**src/rtl/trap_unit.sv**
```systemverilog
// Trap unit: turns commit-stage exceptions, a synchronized external interrupt
// and mret into a three-phase sequence (accept, CSR commit, PC redirect).
// Every output comes straight from a register, so the CSR file and fetch
// see clean strobes with no combinational path from the commit stage.
module trap_unit (
   input  logic        clk,
   input  logic        rst,
   input  logic        valid_wb,
   input  logic [31:0] pc_wb,
   input  logic [31:0] inst_wb,
   input  logic [31:0] addr_wb,
   input  logic        illegal_inst,
   input  logic        ecall,
   input  logic        l_fault,
   input  logic        s_fault,
   input  logic        mret_wb,
   input  logic        ext_int,
   input  logic [31:0] mstatus,
   input  logic [31:0] mtvec,
   input  logic [31:0] mepc,
   output logic        trap,
   output logic        mret,
   output logic [31:0] mepc_out,
   output logic [31:0] mcause_out,
   output logic [31:0] mtval_out,
   output logic        flush,
   output logic        stall,
   output logic        redirect,
   output logic [31:0] redirect_pc,
   output logic [15:0] trap_count
);

   // Sequencer states
   localparam logic [1:0] ST_IDLE   = 2'd0;
   localparam logic [1:0] ST_COMMIT = 2'd1;
   localparam logic [1:0] ST_REDIR  = 2'd2;

   // Kind of the event being handled
   localparam logic [2:0] K_INT   = 3'd0;
   localparam logic [2:0] K_ILL   = 3'd1;
   localparam logic [2:0] K_ECALL = 3'd2;
   localparam logic [2:0] K_LF    = 3'd3;
   localparam logic [2:0] K_SF    = 3'd4;
   localparam logic [2:0] K_MRET  = 3'd5;

   // Cause codes written to mcause
   localparam logic [31:0] CAUSE_INT   = 32'h8000_000B;
   localparam logic [31:0] CAUSE_ILL   = 32'd2;
   localparam logic [31:0] CAUSE_ECALL = 32'd11;
   localparam logic [31:0] CAUSE_LF    = 32'd5;
   localparam logic [31:0] CAUSE_SF    = 32'd7;

   // Vectored-mode offset for the machine external interrupt (4 * 11)
   localparam logic [31:0] VEC_INT_OFFSET = 32'd44;

   logic        r_intMeta;
   logic        r_intSync;
   logic [1:0]  r_state;
   logic [2:0]  r_kind;
   logic        r_trap;
   logic        r_mret;
   logic [31:0] r_mepcOut;
   logic [31:0] r_mcauseOut;
   logic [31:0] r_mtvalOut;
   logic        r_flush;
   logic        r_redirect;
   logic [31:0] r_redirectPc;
   logic [15:0] r_trapCount;

   logic        w_intPend;
   logic        w_hasCause;
   logic        w_accept;
   logic [2:0]  w_kind;
   logic [31:0] w_mepc;
   logic [31:0] w_mcause;
   logic [31:0] w_mtval;
   logic [31:0] w_vecBase;
   logic [31:0] w_redirTarget;
   logic        w_unusedMstatus;

   // Only MIE (bit 3) of mstatus matters here; fold the rest away
   assign w_unusedMstatus = ^{mstatus[31:4], mstatus[2:0]};

   // Two-flop synchronizer: ext_int arrives from another clock domain
   always_ff @(posedge clk or negedge rst) begin
      if (!rst) begin
         r_intMeta <= 1'b0;
         r_intSync <= 1'b0;
      end else begin
         r_intMeta <= ext_int;
         r_intSync <= r_intMeta;
      end
   end

   // An interrupt only counts as pending while globally enabled
   assign w_intPend = r_intSync & mstatus[3];

   // Pick the highest-priority cause and the CSR values it would produce
   always_comb begin
      w_hasCause = 1'b1;
      w_kind     = K_MRET;
      w_mepc     = pc_wb;
      w_mcause   = 32'd0;
      w_mtval    = 32'd0;
      if (w_intPend) begin
         w_kind   = K_INT;
         w_mcause = CAUSE_INT;
      end else if (illegal_inst) begin
         w_kind   = K_ILL;
         w_mcause = CAUSE_ILL;
         w_mtval  = inst_wb;
      end else if (ecall) begin
         w_kind   = K_ECALL;
         w_mcause = CAUSE_ECALL;
      end else if (l_fault) begin
         w_kind   = K_LF;
         w_mcause = CAUSE_LF;
         w_mtval  = addr_wb;
      end else if (s_fault) begin
         w_kind   = K_SF;
         w_mcause = CAUSE_SF;
         w_mtval  = addr_wb;
      end else if (mret_wb) begin
         w_kind   = K_MRET;
         w_mepc   = mepc;
      end else begin
         w_hasCause = 1'b0;
      end
   end

   // New events are only looked at while idle with a valid commit-stage slot
   assign w_accept = (r_state == ST_IDLE) && valid_wb && w_hasCause;

   // Redirect target: mret returns to mepc, vectored interrupts jump into the table
   assign w_vecBase = {mtvec[31:2], 2'b00};

   always_comb begin
      w_redirTarget = w_vecBase;
      if (r_kind == K_MRET) begin
         w_redirTarget = {mepc[31:2], 2'b00};
      end else if ((r_kind == K_INT) && (mtvec[1:0] == 2'b01)) begin
         w_redirTarget = w_vecBase + VEC_INT_OFFSET;
      end
   end

   // Sequencer: IDLE -> COMMIT on acceptance, then REDIR, then back to IDLE
   always_ff @(posedge clk or negedge rst) begin
      if (!rst) begin
         r_state <= ST_IDLE;
         r_kind  <= K_INT;
      end else begin
         case (r_state)
            ST_IDLE: begin
               if (w_accept) begin
                  r_state <= ST_COMMIT;
                  r_kind  <= w_kind;
               end
            end
            ST_COMMIT: r_state <= ST_REDIR;
            ST_REDIR:  r_state <= ST_IDLE;
            default:   r_state <= ST_IDLE;
         endcase
      end
   end

   // CSR update strobes and data, valid for exactly the COMMIT cycle
   always_ff @(posedge clk or negedge rst) begin
      if (!rst) begin
         r_trap      <= 1'b0;
         r_mret      <= 1'b0;
         r_mepcOut   <= 32'd0;
         r_mcauseOut <= 32'd0;
         r_mtvalOut  <= 32'd0;
      end else if (w_accept) begin
         r_trap      <= (w_kind != K_MRET);
         r_mret      <= (w_kind == K_MRET);
         r_mepcOut   <= w_mepc;
         r_mcauseOut <= w_mcause;
         r_mtvalOut  <= w_mtval;
      end else begin
         r_trap      <= 1'b0;
         r_mret      <= 1'b0;
         r_mepcOut   <= 32'd0;
         r_mcauseOut <= 32'd0;
         r_mtvalOut  <= 32'd0;
      end
   end

   // PC redirect, valid for exactly the REDIR cycle
   always_ff @(posedge clk or negedge rst) begin
      if (!rst) begin
         r_redirect   <= 1'b0;
         r_redirectPc <= 32'd0;
      end else if (r_state == ST_COMMIT) begin
         r_redirect   <= 1'b1;
         r_redirectPc <= w_redirTarget;
      end else begin
         r_redirect   <= 1'b0;
         r_redirectPc <= 32'd0;
      end
   end

   // Pipeline hold: flush and stall cover both COMMIT and REDIR
   always_ff @(posedge clk or negedge rst) begin
      if (!rst) begin
         r_flush <= 1'b0;
      end else begin
         r_flush <= w_accept || (r_state == ST_COMMIT);
      end
   end

   // Count traps taken (mret is a return, not a trap); wraps naturally
   always_ff @(posedge clk or negedge rst) begin
      if (!rst) begin
         r_trapCount <= 16'd0;
      end else if (w_accept && (w_kind != K_MRET)) begin
         r_trapCount <= r_trapCount + 16'd1;
      end
   end

   assign trap        = r_trap;
   assign mret        = r_mret;
   assign mepc_out    = r_mepcOut;
   assign mcause_out  = r_mcauseOut;
   assign mtval_out   = r_mtvalOut;
   assign flush       = r_flush;
   assign stall       = r_flush;
   assign redirect    = r_redirect;
   assign redirect_pc = r_redirectPc;
   assign trap_count  = r_trapCount;

endmodule

```
**config.mk**
```make
export PLATFORM = sky130hd
export DESIGN_NAME = trap_unit
export DESIGN_NICKNAME = d
export VERILOG_FILES = /design/src/rtl/trap_unit.sv
export SDC_FILE = /design/constraint.sdc
export NUM_CORES = 1
export LEC_CHECK = 0
export ABC_AREA = 1
export ABC_CLOCK_PERIOD_IN_PS = 2000
export CAP_MARGIN = 10
export CORE_AREA = 2 2 136 138
export DETAILED_ROUTE_END_ITERATION = 8
export DIE_AREA = 0 0 138 140
export PLACE_DENSITY = 0.76
export RECOVER_POWER = 25
export SYNTH_ARGS = -nofsm -noshare
export SYNTH_HDL_FRONTEND = slang
export SYNTH_SLANG_ARGS = --single-unit
```
**constraint.sdc**
```tcl
create_clock -name clk -period 2 [get_ports clk]
set_input_delay 0.4 -clock clk [delete_from_list [all_inputs] [get_ports clk]]
set_output_delay 0.4 -clock clk [all_outputs]
set_load 0.01 [all_outputs]
```
==> results of run 1 <==
[sequential cells by signal, indices dropped and copies added, names as in the netlist]
signal / count
mcause_out: 5
mtval_out: 32
redirect_pc: 30
mepc_out: 32
r_state: 2
trap: 1
trap_count: 16
redirect: 1
r_intMeta: 1
r_kind: 3
mret: 1
r_intSync: 1
flush: 1
[cell type report]
class	instances	share of cell area
Clock buffer	20	0.0433
Tap cell	229	0.0266
Timing Repair Buffer	363	0.326
Clock inverter	12	0.0146
Antenna cell	1	0.000232
Inverter	130	0.0462
Sequential cell	126	0.293
Multi-Input combinational cell	566	0.251
[cells in the final DEF, fill, tap and decap left out, types with 4 or more instances in the layout]
| master | n |
|---|---|
| clkdlybuf4s50_1 | 286 |
| nand2_1 | 224 |
| dfrtp_1 | 126 |
| inv_1 | 125 |
| nor2_1 | 75 |
| buf_4 | 66 |
| o21ai_0 | 51 |
| a21oi_1 | 37 |
| nand3_1 | 33 |
| conb_1 | 29 |
| o21ai_1 | 26 |
| clkbuf_16 | 17 |
| nand4_1 | 14 |
| xor2_1 | 11 |
| o21ai_2 | 10 |
| nand3b_1 | 8 |
| nor3_1 | 7 |
| nor2_2 | 6 |
| xnor2_1 | 6 |
| nand2_2 | 5 |
| buf_12 | 5 |
| inv_4 | 4 |
[worst max-delay path, cell delays in order]
cell	delay, ns
clkdlybuf4s50_1	0.50
inv_1	0.05
ha_1	0.18
inv_1	0.07
nand2_1	0.06
nand2_2	0.07
nand2_1	0.10
nor2_4	0.27
nand2_2	0.14
o21ai_0	0.17
nand3_1	0.10
nand2_1	0.07
inv_1	0.04
[routing by layer]
metal	GRT usage	wire length, um	vias up
met4	0.0838	539	0
met3	0.0568	1550	32
met5	0	0	-
met2	0.400	11500	282
li1	-	-	3305
met1	0.261	8590	3210
[cell families (layout without fill, tap and decap cells)]
kind of cell | count (synthesis) | after routing | share of synthesized area
adders and majority gates | 2 | 2 | 0.00377
DFF | 126 | 126 | 0.475
AOI/OAI and AO/OA | 131 | 131 | 0.107
buffers and inverters | 191 | 525 | 0.135
and+or+nand+nor | 387 | 387 | 0.257
xor gates and xnor gates | 17 | 17 | 0.0224
other | 1 | 30 | 0.000565
[repair_timing]
action                                  CTS  global route
hold buffers                              1             0
endpoints found under the setup margin    0            17
hold endpoints to repair                 42             0
resized for setup                         0             7
buffers inserted                          0             2
[worst max-delay path by stage]
stage / endpoint / slack [ns] / cells after the start
after detailed placement: redirect_pc[16] / -0.33 / 13
after CTS: redirect_pc[16] / 0.11 / 13
after floorplan: redirect_pc[20] / 0.39 / 12
after global placement: redirect_pc[16] / -0.27 / 13
after global routing: redirect_pc[26] / -0.003 / 14
final: redirect_pc[20] / 0.09 / 13
[through the flow]
| stage | cells | cell area (um^2) | setup slack [ns] | TNS, ns |
|---|---|---|---|---|
| floorplan | 883 | 6740 | 0.386 | 0 |
| global placement | 1411 | 10100 | -0.272 | -6.82 |
| detailed placement | 1411 | 10100 | -0.333 | -9.33 |
| CTS | 1444 | 10800 | 0.112 | 0 |
| global route | 1446 | 10800 | -0.00337 | -0.00337 |
| finish | 1447 | 10800 | 0.0917 | 0 |
[where the power goes]
group	total, mW	internal (mW)	switching (mW)
Combinational	3.68	1.84	1.84
Clock	3.26	2.07	1.19
Sequential	3.35	3.11	0.245
Total	10.3	7.02	3.27
==> flow_metrics.py, run 1 <==
metrics = {
    "status": {
        "status": "finished clean",
    },
    "logic_synthesis": {
        "yosysTopAreaCellShare": 0.475,
        "ys_async_sr_fraction": 1.00,
        "synth_edf_count": 0,
        "netlist_instances": 855,
        "synth.distinct_cells": 38,
        "synth_common_cells": "nand2_1, dfrtp_1, inv_1",
        "synth_largest_area_cell": "dfrtp_1",
        "yosysSeqAreaShare": 0.475,
        "ys_ff_latch": 126,
        "syn_area_um2": 6640,
        "synth.area.top_cells": "dfrtp_1, nand2_1, inv_1, nor2_1, o21ai_0",
        "ys.flop_type": "dfrtp_1",
        "ys_warn_count": 0,
        "synth_area_per_cell_um2": 7.76,
        "synth.most_common_cell": "nand2_1",
    },
    "detailed_routing": {
        "drc": 0,
        "drt_iter0_markers": 319,
        "ant_nets": 0,
        "totalWireLength_mm": 22.2,
        "viasPerCell": 4.72,
        "drt_first_pass_iters": 5,
        "routedWlPerCell_um": 15.3,
        "vias": 6829,
    },
    "grt": {
        "grt_pass1_vias": 6427,
        "grtUsageTotal": 0.225,
        "grt_pass1_wl_mm": 34.1,
        "grt_max_degree": 46,
        "grt_overflow": 0,
        "antenna_found_initial": 0,
    },
    "cts": {
        "cts-root-buf": "clkbuf_16",
        "clk_latency_ns": 0.41,
        "cts_tree": "done",
        "path_clk_slew_ns": 0.06,
        "htree_levels": 4,
        "clock_sinks": 126,
        "clockBufferDepth": 2,
        "cts_buffers": 17,
    },
    "critical_path": {
        "reg2reg_to": "trap_count[13]",
        "cp_max_fo": 8,
        "worstPathArrival_ns": 2.22,
        "ff2ff_setup_slack_ns": 0.24,
        "cp-start-kind": "input port",
        "path_class": "in -> reg",
        "worstSetupStartpoint": "mtvec[3]",
        "required_ns": 2.31,
        "r2r-start": "r_state[1]",
        "end_kind": "flip-flop",
        "rr_worst_depth": 7,
    },
    "layout": {
        "nFillCells": 1529,
        "drive_gt1_frac": 0.116,
        "ff_latch_area_um2": 3150,
        "multi_input_area_um2": 2700,
        "fin_util": 0.606,
        "syn_to_final_growth_pct": 62.3,
        "nets": 1407,
    },
    "timing": {
        "whs_ns": 0.351,
        "finalSetupViolations": 0,
        "tightest_slew_ns": 1.22,
        "hold_violations": 0,
        "min_period_ns": 1.91,
        "relSlewSlack": 0.184,
        "max_freq_ghz": 0.524,
        "finalMaxSlewViolations": 0,
        "finalCritPeriodShare": 0.954,
        "fin_skew_ns": 0.00919,
    },
    "floorplanning": {
        "dieWidth_um": 138,
        "core_region_area_um2": 17800,
        "die_h_um": 140,
        "io_pins": 350,
        "initial_core_util": 0.373,
        "row_count": 49,
        "die-area_um2": 19300,
    },
    "hold_path": {
        "hold_end": "r_intSync",
        "min_delay_path_depth": 0,
        "hold_class": "reg -> reg",
        "worstHoldStart": "r_intMeta",
    },
    "place": {
        "port-buffer-count": 289,
        "place_hpwl_mm": 17.2,
        "gp_congestion": 0.981,
    },
    "power_and_ir_drop": {
        "power_density_nw_per_um2": 955,
        "ir_worst_vdd_uv": 608,
        "p_leak_nw": 5.45,
        "power_mw": 10.3,
    },
    "job": {
        "max_cap_viol_count": 0,
    },
}
No activity file was read; power rests on OpenSTA's default activity.
==> run 2, diff against run 1 <==
- HOLD_SLACK_MARGIN: default -> 0.05
==> results of run 2 <==
Final layout, timing and power as in run 1 (identical DEF).
